--- config.mk ---
export PLATFORM = sky130hd
export DESIGN_NAME = done_flag_collector
export DESIGN_NICKNAME = d
export VERILOG_FILES = /design/src/rtl/done_flag_collector.sv
export SDC_FILE = /design/constraint.sdc
export NUM_CORES = 1
export LEC_CHECK = 0
export BUFFER_PORTS_ARGS = -buffer_cell sky130_fd_sc_hd__buf_2
export CORE_UTILIZATION = 44
export DETAILED_ROUTE_END_ITERATION = 6
export PLACE_DENSITY_LB_ADDON = 0.15
export SYNTH_ARGS = -nofsm -noshare
export SYNTH_HDL_FRONTEND = slang
export SYNTH_SLANG_ARGS = --single-unit
--- constraint.sdc ---
create_clock -name clk -period 1.3 [get_ports clk]
set_input_delay 0.195 -clock clk [delete_from_list [all_inputs] [get_ports clk]]
set_output_delay 0.195 -clock clk [all_outputs]
set_load 0.05 [all_outputs]
--- src/rtl/done_flag_collector.sv ---
// Sticky per-lane done collector feeding and_tree_seq; issues a barrier release and drains stale tree results.
// Optional watchdog compiled in with `define DONE_COLLECTOR_TIMEOUT_EN.
module done_flag_collector #(
  parameter int NUM_INPUT_DATA = 8,
  parameter int TREE_LATENCY   = 3,
  parameter int EPOCH_WIDTH    = 8,
  parameter int TIMEOUT_CYCLES = 1024
) (
  input  logic                      clk,
  input  logic                      rst_n,
  input  logic                      i_en,
  input  logic [NUM_INPUT_DATA-1:0] i_done,
  output logic [NUM_INPUT_DATA-1:0] o_valid,
  output logic [NUM_INPUT_DATA-1:0] o_data_bus,
  input  logic                      i_tree_valid,
  input  logic                      i_tree_result,
  output logic                      o_release,
  output logic [EPOCH_WIDTH-1:0]    o_epoch,
  output logic                      o_busy,
  output logic                      o_timeout
);

  localparam int DW = (TREE_LATENCY > 1) ? $clog2(TREE_LATENCY) : 1;

  typedef enum logic [1:0] {
    S_COLLECT,
    S_RELEASE,
    S_DRAIN
  } state_t;

  state_t                    r_state;
  state_t                    w_state_nxt;
  logic [NUM_INPUT_DATA-1:0] r_flags;
  logic [NUM_INPUT_DATA-1:0] w_flags_nxt;
  logic                      r_valid;
  logic [EPOCH_WIDTH-1:0]    r_epoch;
  logic [DW-1:0]             r_drain_cnt;
  logic [DW-1:0]             w_drain_cnt_nxt;
  logic                      w_go;
  logic                      w_clear;
  logic                      w_timeout;

  assign w_go = i_en & (r_state == S_COLLECT) & i_tree_valid & i_tree_result;

`ifdef DONE_COLLECTOR_TIMEOUT_EN
  localparam int WW = $clog2(TIMEOUT_CYCLES + 1);

  logic [WW-1:0] r_wd_cnt;
  logic          w_wd_hit;

  // Counts enabled COLLECT cycles while any flag is set; a same-cycle release suppresses the timeout.
  assign w_wd_hit  = i_en & (r_state == S_COLLECT) & (r_wd_cnt == WW'(TIMEOUT_CYCLES));
  assign w_timeout = w_wd_hit & ~w_go;

  always_ff @(posedge clk or negedge rst_n) begin
    if (!rst_n) begin
      r_wd_cnt <= '0;
    end else if (i_en) begin
      if ((r_state != S_COLLECT) || w_go || w_timeout) begin
        r_wd_cnt <= '0;
      end else if (|r_flags) begin
        r_wd_cnt <= r_wd_cnt + WW'(1);
      end
    end
  end
`else
  assign w_timeout = 1'b0;
`endif

  always_comb begin
    w_state_nxt     = r_state;
    w_drain_cnt_nxt = r_drain_cnt;
    w_clear         = 1'b0;
    if (i_en) begin
      case (r_state)
        S_COLLECT: begin
          if (w_go) begin
            w_state_nxt = S_RELEASE;
          end else if (w_timeout) begin
            w_clear         = 1'b1;
            w_state_nxt     = S_DRAIN;
            w_drain_cnt_nxt = '0;
          end
        end
        S_RELEASE: begin
          w_clear         = 1'b1;
          w_state_nxt     = S_DRAIN;
          w_drain_cnt_nxt = '0;
        end
        S_DRAIN: begin
          if (r_drain_cnt == DW'(TREE_LATENCY - 1)) begin
            w_state_nxt = S_COLLECT;
          end else begin
            w_drain_cnt_nxt = r_drain_cnt + DW'(1);
          end
        end
        default: w_state_nxt = S_COLLECT;
      endcase
    end
    // New done pulses win over the clear so they count toward the next epoch.
    w_flags_nxt = (w_clear ? '0 : r_flags) | (i_en ? i_done : '0);
  end

  always_ff @(posedge clk or negedge rst_n) begin
    if (!rst_n) begin
      r_state     <= S_COLLECT;
      r_flags     <= '0;
      r_valid     <= 1'b0;
      r_epoch     <= '0;
      r_drain_cnt <= '0;
    end else begin
      r_state     <= w_state_nxt;
      r_flags     <= w_flags_nxt;
      r_drain_cnt <= w_drain_cnt_nxt;
      // Registered so the valid strobe lines up with the registered flag bus.
      r_valid     <= i_en & (w_state_nxt == S_COLLECT);
      if (i_en && (r_state == S_RELEASE)) begin
        r_epoch <= r_epoch + EPOCH_WIDTH'(1);
      end
    end
  end

  assign o_valid    = {NUM_INPUT_DATA{r_valid}};
  assign o_data_bus = r_flags;
  assign o_release  = i_en & (r_state == S_RELEASE);
  assign o_epoch    = r_epoch;
  assign o_busy     = (|r_flags) | (r_state != S_COLLECT);
  assign o_timeout  = w_timeout;

endmodule
# Word level (Yosys, flattened, before mapping)
# Cells that the tools add are included.
[classes] addsub=2 mul=0 n_div=0 n_lt_le_gt_ge=0 eq_ne=4 shift=0 n_mux=10 bitwise=7 reduce_logical=7
[op_table] cell="8-bit 2-to-1 mux" count=2
[op_table] cell="8-bit by 1-bit adder with 8-bit output, second input constant" count=1
[op_table] cell="2-bit 2-to-1 mux" count=4
[op_table] cell="8-bit OR" count=1
[op_table] cell="8-bit OR reduction" count=1
[op_table] cell="2-bit case mux with 3 select lines" count=1
[op_table] cell="1-bit AND" count=5
[op_table] cell="2-bit == test, second input constant" count=2
[op_table] cell="2-bit zero test" count=2
[op_table] cell="2-bit case mux with 2 select lines" count=1
[op_table] cell="2-bit nonzero test" count=2
[op_table] cell="3-bit AND reduction" count=1
[op_table] cell="2-bit by 1-bit adder with 2-bit output, second input constant" count=1
[op_table] cell="2-bit by 1-bit == test with 1-bit output, second input constant" count=1
[op_table] cell="1-bit 2-to-1 mux" count=2
[op_table] cell="2-bit inequality test, second input constant" count=1
[op_table] cell="1-bit logical AND" count=1
[op_table] cell="1-bit OR" count=1
[totals] regBits=21 latch_bits=0 ram_bits=0 mem_bits_ro=0 input_bits=13 output_inout_bits=27 wordCells=35 memories=0

# Longest topological paths before layout
[depth] ltp_word=9 ltp_mapped=5 depth_no_buf=5

# Least setup slack after synthesis
# Ideal clock, no wire load.
[synth_timing] path_type="reg-to-output" from="register r_flags[6] (netlist: o_data_bus[6])" to="output o_busy" t_arrival_ns=1.310 required_time_ns=1.105 slack_ns=-0.205 path_stages_with_launch=3 path_buffers=0 cell_sequence="dfrtp_1 nor4_1 nand3_1"
[synth_between] elab_chain_cells=2
[synth_lines] element="from (decl)" line="33" source="logic [NUM_INPUT_DATA-1:0] r_flags;"
[synth_lines] element="from (signal assigned)" line="113" source="r_flags <= w_flags_nxt;"
[synth_lines] element="8-bit OR reduction" line="127" source="assign o_busy = (|r_flags) | (r_state != S_COLLECT);"
[synth_lines] element="1-bit OR" line="127"
[synth_lines] element="to (decl)" line="19" source="output logic o_busy,"
# No other way between the ends.

# Worst setup path after layout
[layout_timing] from="register r_flags[0] (netlist: o_data_bus[0])" to="output o_busy"
# Same word-level chain as after synthesis.

==> flow_metrics.tcl <==
set metrics [dict create \
    timing.final.hold_violations 0 \
    synth.avg_cell_area_sq_um 11.28 \
    die_area_sq_um 2422 \
    grt_max_degree 22 \
    antenna_found_initial 0 \
    outcome "complete, but fails checks" \
    post_dp_hpwl_mm 1.346 \
    io_buffers 38 \
    worstPathArrival_ps 1300 \
    max_stage_delay_ps 440 \
    num_antenna_cells 0 \
    worst-setup-path-type "reg -> out" \
    finalMaxSlewViolations 0 \
    holdCritPathClass "in -> reg" \
    fin_nets 147 \
    critical_path_peak_fanout 3 \
    cts_tree "yes" \
    final.setup.worst_slack_ps -193.6 \
    synth.ff_latch_count 21 \
    yosysWarningCount 0 \
    power.total_mw 2.855 \
    syn-cell-area_sq_um 980.9 \
    synth.lib_cells_used.distinct 23 \
    effective_utilization_at_floorplan 0.4851 \
    worst_hold_path.endpoint "o_data_bus[3]$_DFF_PN0_" \
    family_with_the_most_delay_on_the_worst_path "flip-flops" \
    detail_route.wl_per_cell_microns 12.81 \
    y_dimension_of_the_die_microns 49.22 \
    worst_hold_startpoint "i_done[3]" \
    critical_path.cell_chain "nor4_2, nand3_2, buf_6" \
    htreeDepth 1 \
    antenna_violating_nets_post_route 0 \
    regToRegEndpoint "o_epoch[3]$_DFFE_PN0P_" \
    totalWireLength_mm 2.024 \
    syn-num-nets 102 \
    hold-path-cell-count 2 \
    reg2reg_from "r_state[1]$_DFF_PN0_" \
    clkTransAtPathRegs_ps 130 \
    timing.critical_path.slowest_stage_cell "dfrtp_2" \
    routabilityCongestion 0.7468 \
    cts.path.max_buffers 2 \
    violations_in_the_final_reports "negative setup slack" \
    drt_iter0_markers 9 \
    core_sq_um 2022 \
    clock_latency_ps 310 \
    mostFrequentLayoutCells "buf_2 (35), dfrtp_1 (11), buf_4 (11)" \
    cts_inserted_buffers 3 \
    num-fill-cells 165 \
    critical_path_depth 3 \
    top_level_ports 40 \
    finalWorstPathRequiredPeriod_ps 1494 \
    ys_seq_area_frac 0.5357 \
    worstPathRequired_ps 1110 \
    final_common_cell "buf_2" \
    p_leak_nw 0.6883 \
    fin_crit_sh 1.149 \
    hold-worst-slack_ps 104.7 \
    die_w_microns 49.22 \
    clock-skew-final_ps 9.106 \
    drv.max_cap_violation_count 0 \
    clock-sinks 21 \
    start_kind "flip-flop" \
    grt_first_pass_wirelength_mm 3.456 \
    dr.pass1.iters 4 \
    critPathBufInv 1 \
    setup_violations 3 \
    ctsRootBufferMaster "clkbuf_4" \
    area.growth.synth_to_final_pct 37.63 \
    worst_case_vdd_ir_drop_v 0.001509 \
    grt_setup_unrepaired "yes" \
    post-route-drc-count 0 \
    layout-drive-gt1-share 0.5573 \
    worst_r2r_path_depth 6 \
    avgViaCountPerCell 5.044 \
    grt_overflow 0 \
    power.density_nw_per_um2 2115 \
    fmaxAchievable_mhz 669.5 \
    track_usage 0.1859 \
    r2r_slack_ps 30 \
    number_of_vias_in_the_routed_layout 797 \
    fp-row-count 16 \
    setup.worst_path.end_class "output pin" \
    synth_cells 87 \
    via_count_of_the_first_global_routing_pass 735 \
]
[cell type report]
class | count | area, sq um | area share
multi-input cells | 50 | 411.6 | 0.3049
inverters | 5 | 22.52 | 0.01668
flip-flops and latches | 21 | 538.0 | 0.3985
repair buffers | 51 | 316.6 | 0.2345
clock inverters | 1 | 5.005 | 0.003707
clock buffers | 3 | 22.52 | 0.01668
well taps | 27 | 33.78 | 0.02502
[worst register-to-register path: cells and delay by family (launching register included)]
kind	cells	cell delay, ps
XOR/XNOR	1	140
AND/OR/NAND/NOR	2	300
flip-flops	1	430
buffers and inverters	3	310
[synth_stat cells, drive strengths merged]
| master | instances | share of area |
|---|---|---|
| o22ai | 1 | 0.0064 |
| dfrtp | 21 | 0.54 |
| nand3 | 2 | 0.010 |
| nor3 | 1 | 0.0051 |
| inv | 5 | 0.019 |
| nand3b | 2 | 0.028 |
| a21boi | 1 | 0.0077 |
| o21ai | 3 | 0.015 |
| a22o | 10 | 0.089 |
| xnor2 | 5 | 0.045 |
| nor4 | 3 | 0.026 |
| nand4b | 1 | 0.0089 |
| nand2 | 9 | 0.034 |
| ha | 2 | 0.026 |
| mux2i | 1 | 0.010 |
| buf | 11 | 0.079 |
| nor2 | 2 | 0.0077 |
| conb | 1 | 0.0038 |
| xor2 | 2 | 0.018 |
| nand4 | 4 | 0.026 |
[kinds of logic after synthesis]
family,Yosys count,share of synthesized area
compound gates,15,0.1186
buf+inv,16,0.09821
xor+xnor,7,0.06250
flops,21,0.5357
other cells,1,0.003823
mux,1,0.01020
fa+ha+maj,2,0.02551
simple gates,24,0.1454
[routing by layer]
metal | part of all wire | global-route usage
met5 | 0 | 0
met4 | 0 | 0.07353
met3 | 0.047 | 0.04050
met2 | 0.50 | 0.2991
met1 | 0.46 | 0.2415
[worst max path at each step]
stage | from | to | slack [ps]
finish | o_data_bus[0]$_DFF_PN0_ | o_busy | -190
detailed placement | r_drain_cnt[0]$_DFFE_PN0P_ | r_drain_cnt[0]$_DFFE_PN0P_ | 10
CTS | o_data_bus[5]$_DFF_PN0_ | o_busy | -210
global route | o_data_bus[5]$_DFF_PN0_ | o_busy | -260
global placement | o_data_bus[5]$_DFF_PN0_ | o_busy | 50
floorplan | o_data_bus[5]$_DFF_PN0_ | o_busy | -50
[sequential cells by signal, indices dropped and copies added, names as in the netlist]
signal,count
r_state,2
r_valid,1
r_drain_cnt,2
o_data_bus,8
o_epoch,8
[repair_timing]
| item | 4_1_cts | 5_1_grt |
|---|---|---|
| hold endpoints to repair | 21 | 0 |
| resized for setup | 11 | 8 |
| endpoints found under the setup margin | 3 | 7 |
| hold buffers | 1 | 0 |
| setup buffers | 4 | 4 |
| pin swaps | 1 | 4 |
[report_power, final]
part	switching [mW]	total (mW)	internal, mW	leakage (nW)
registers	0.199	1.04	0.843	0.232
clock network	0.204	0.319	0.115	0.0177
logic	1.00	1.49	0.489	0.438
[per-stage QoR]
step,instances,utilization,worst slack (ps),TNS (ps),area (sq um)
2_1_floorplan,87,-,-47.00,-47.00,1001
3_3_place_gp,145,0.5823,48.48,0,1177
3_5_place_dp,145,0.5823,13.48,0,1177
4_1_cts,154,0.6392,-210.7,-260.1,1292
5_1_grt,158,0.6677,-258.5,-525.0,1350
6_report,158,0.6677,-193.6,-314.9,1350
Power figures use the tool's default switching activity.
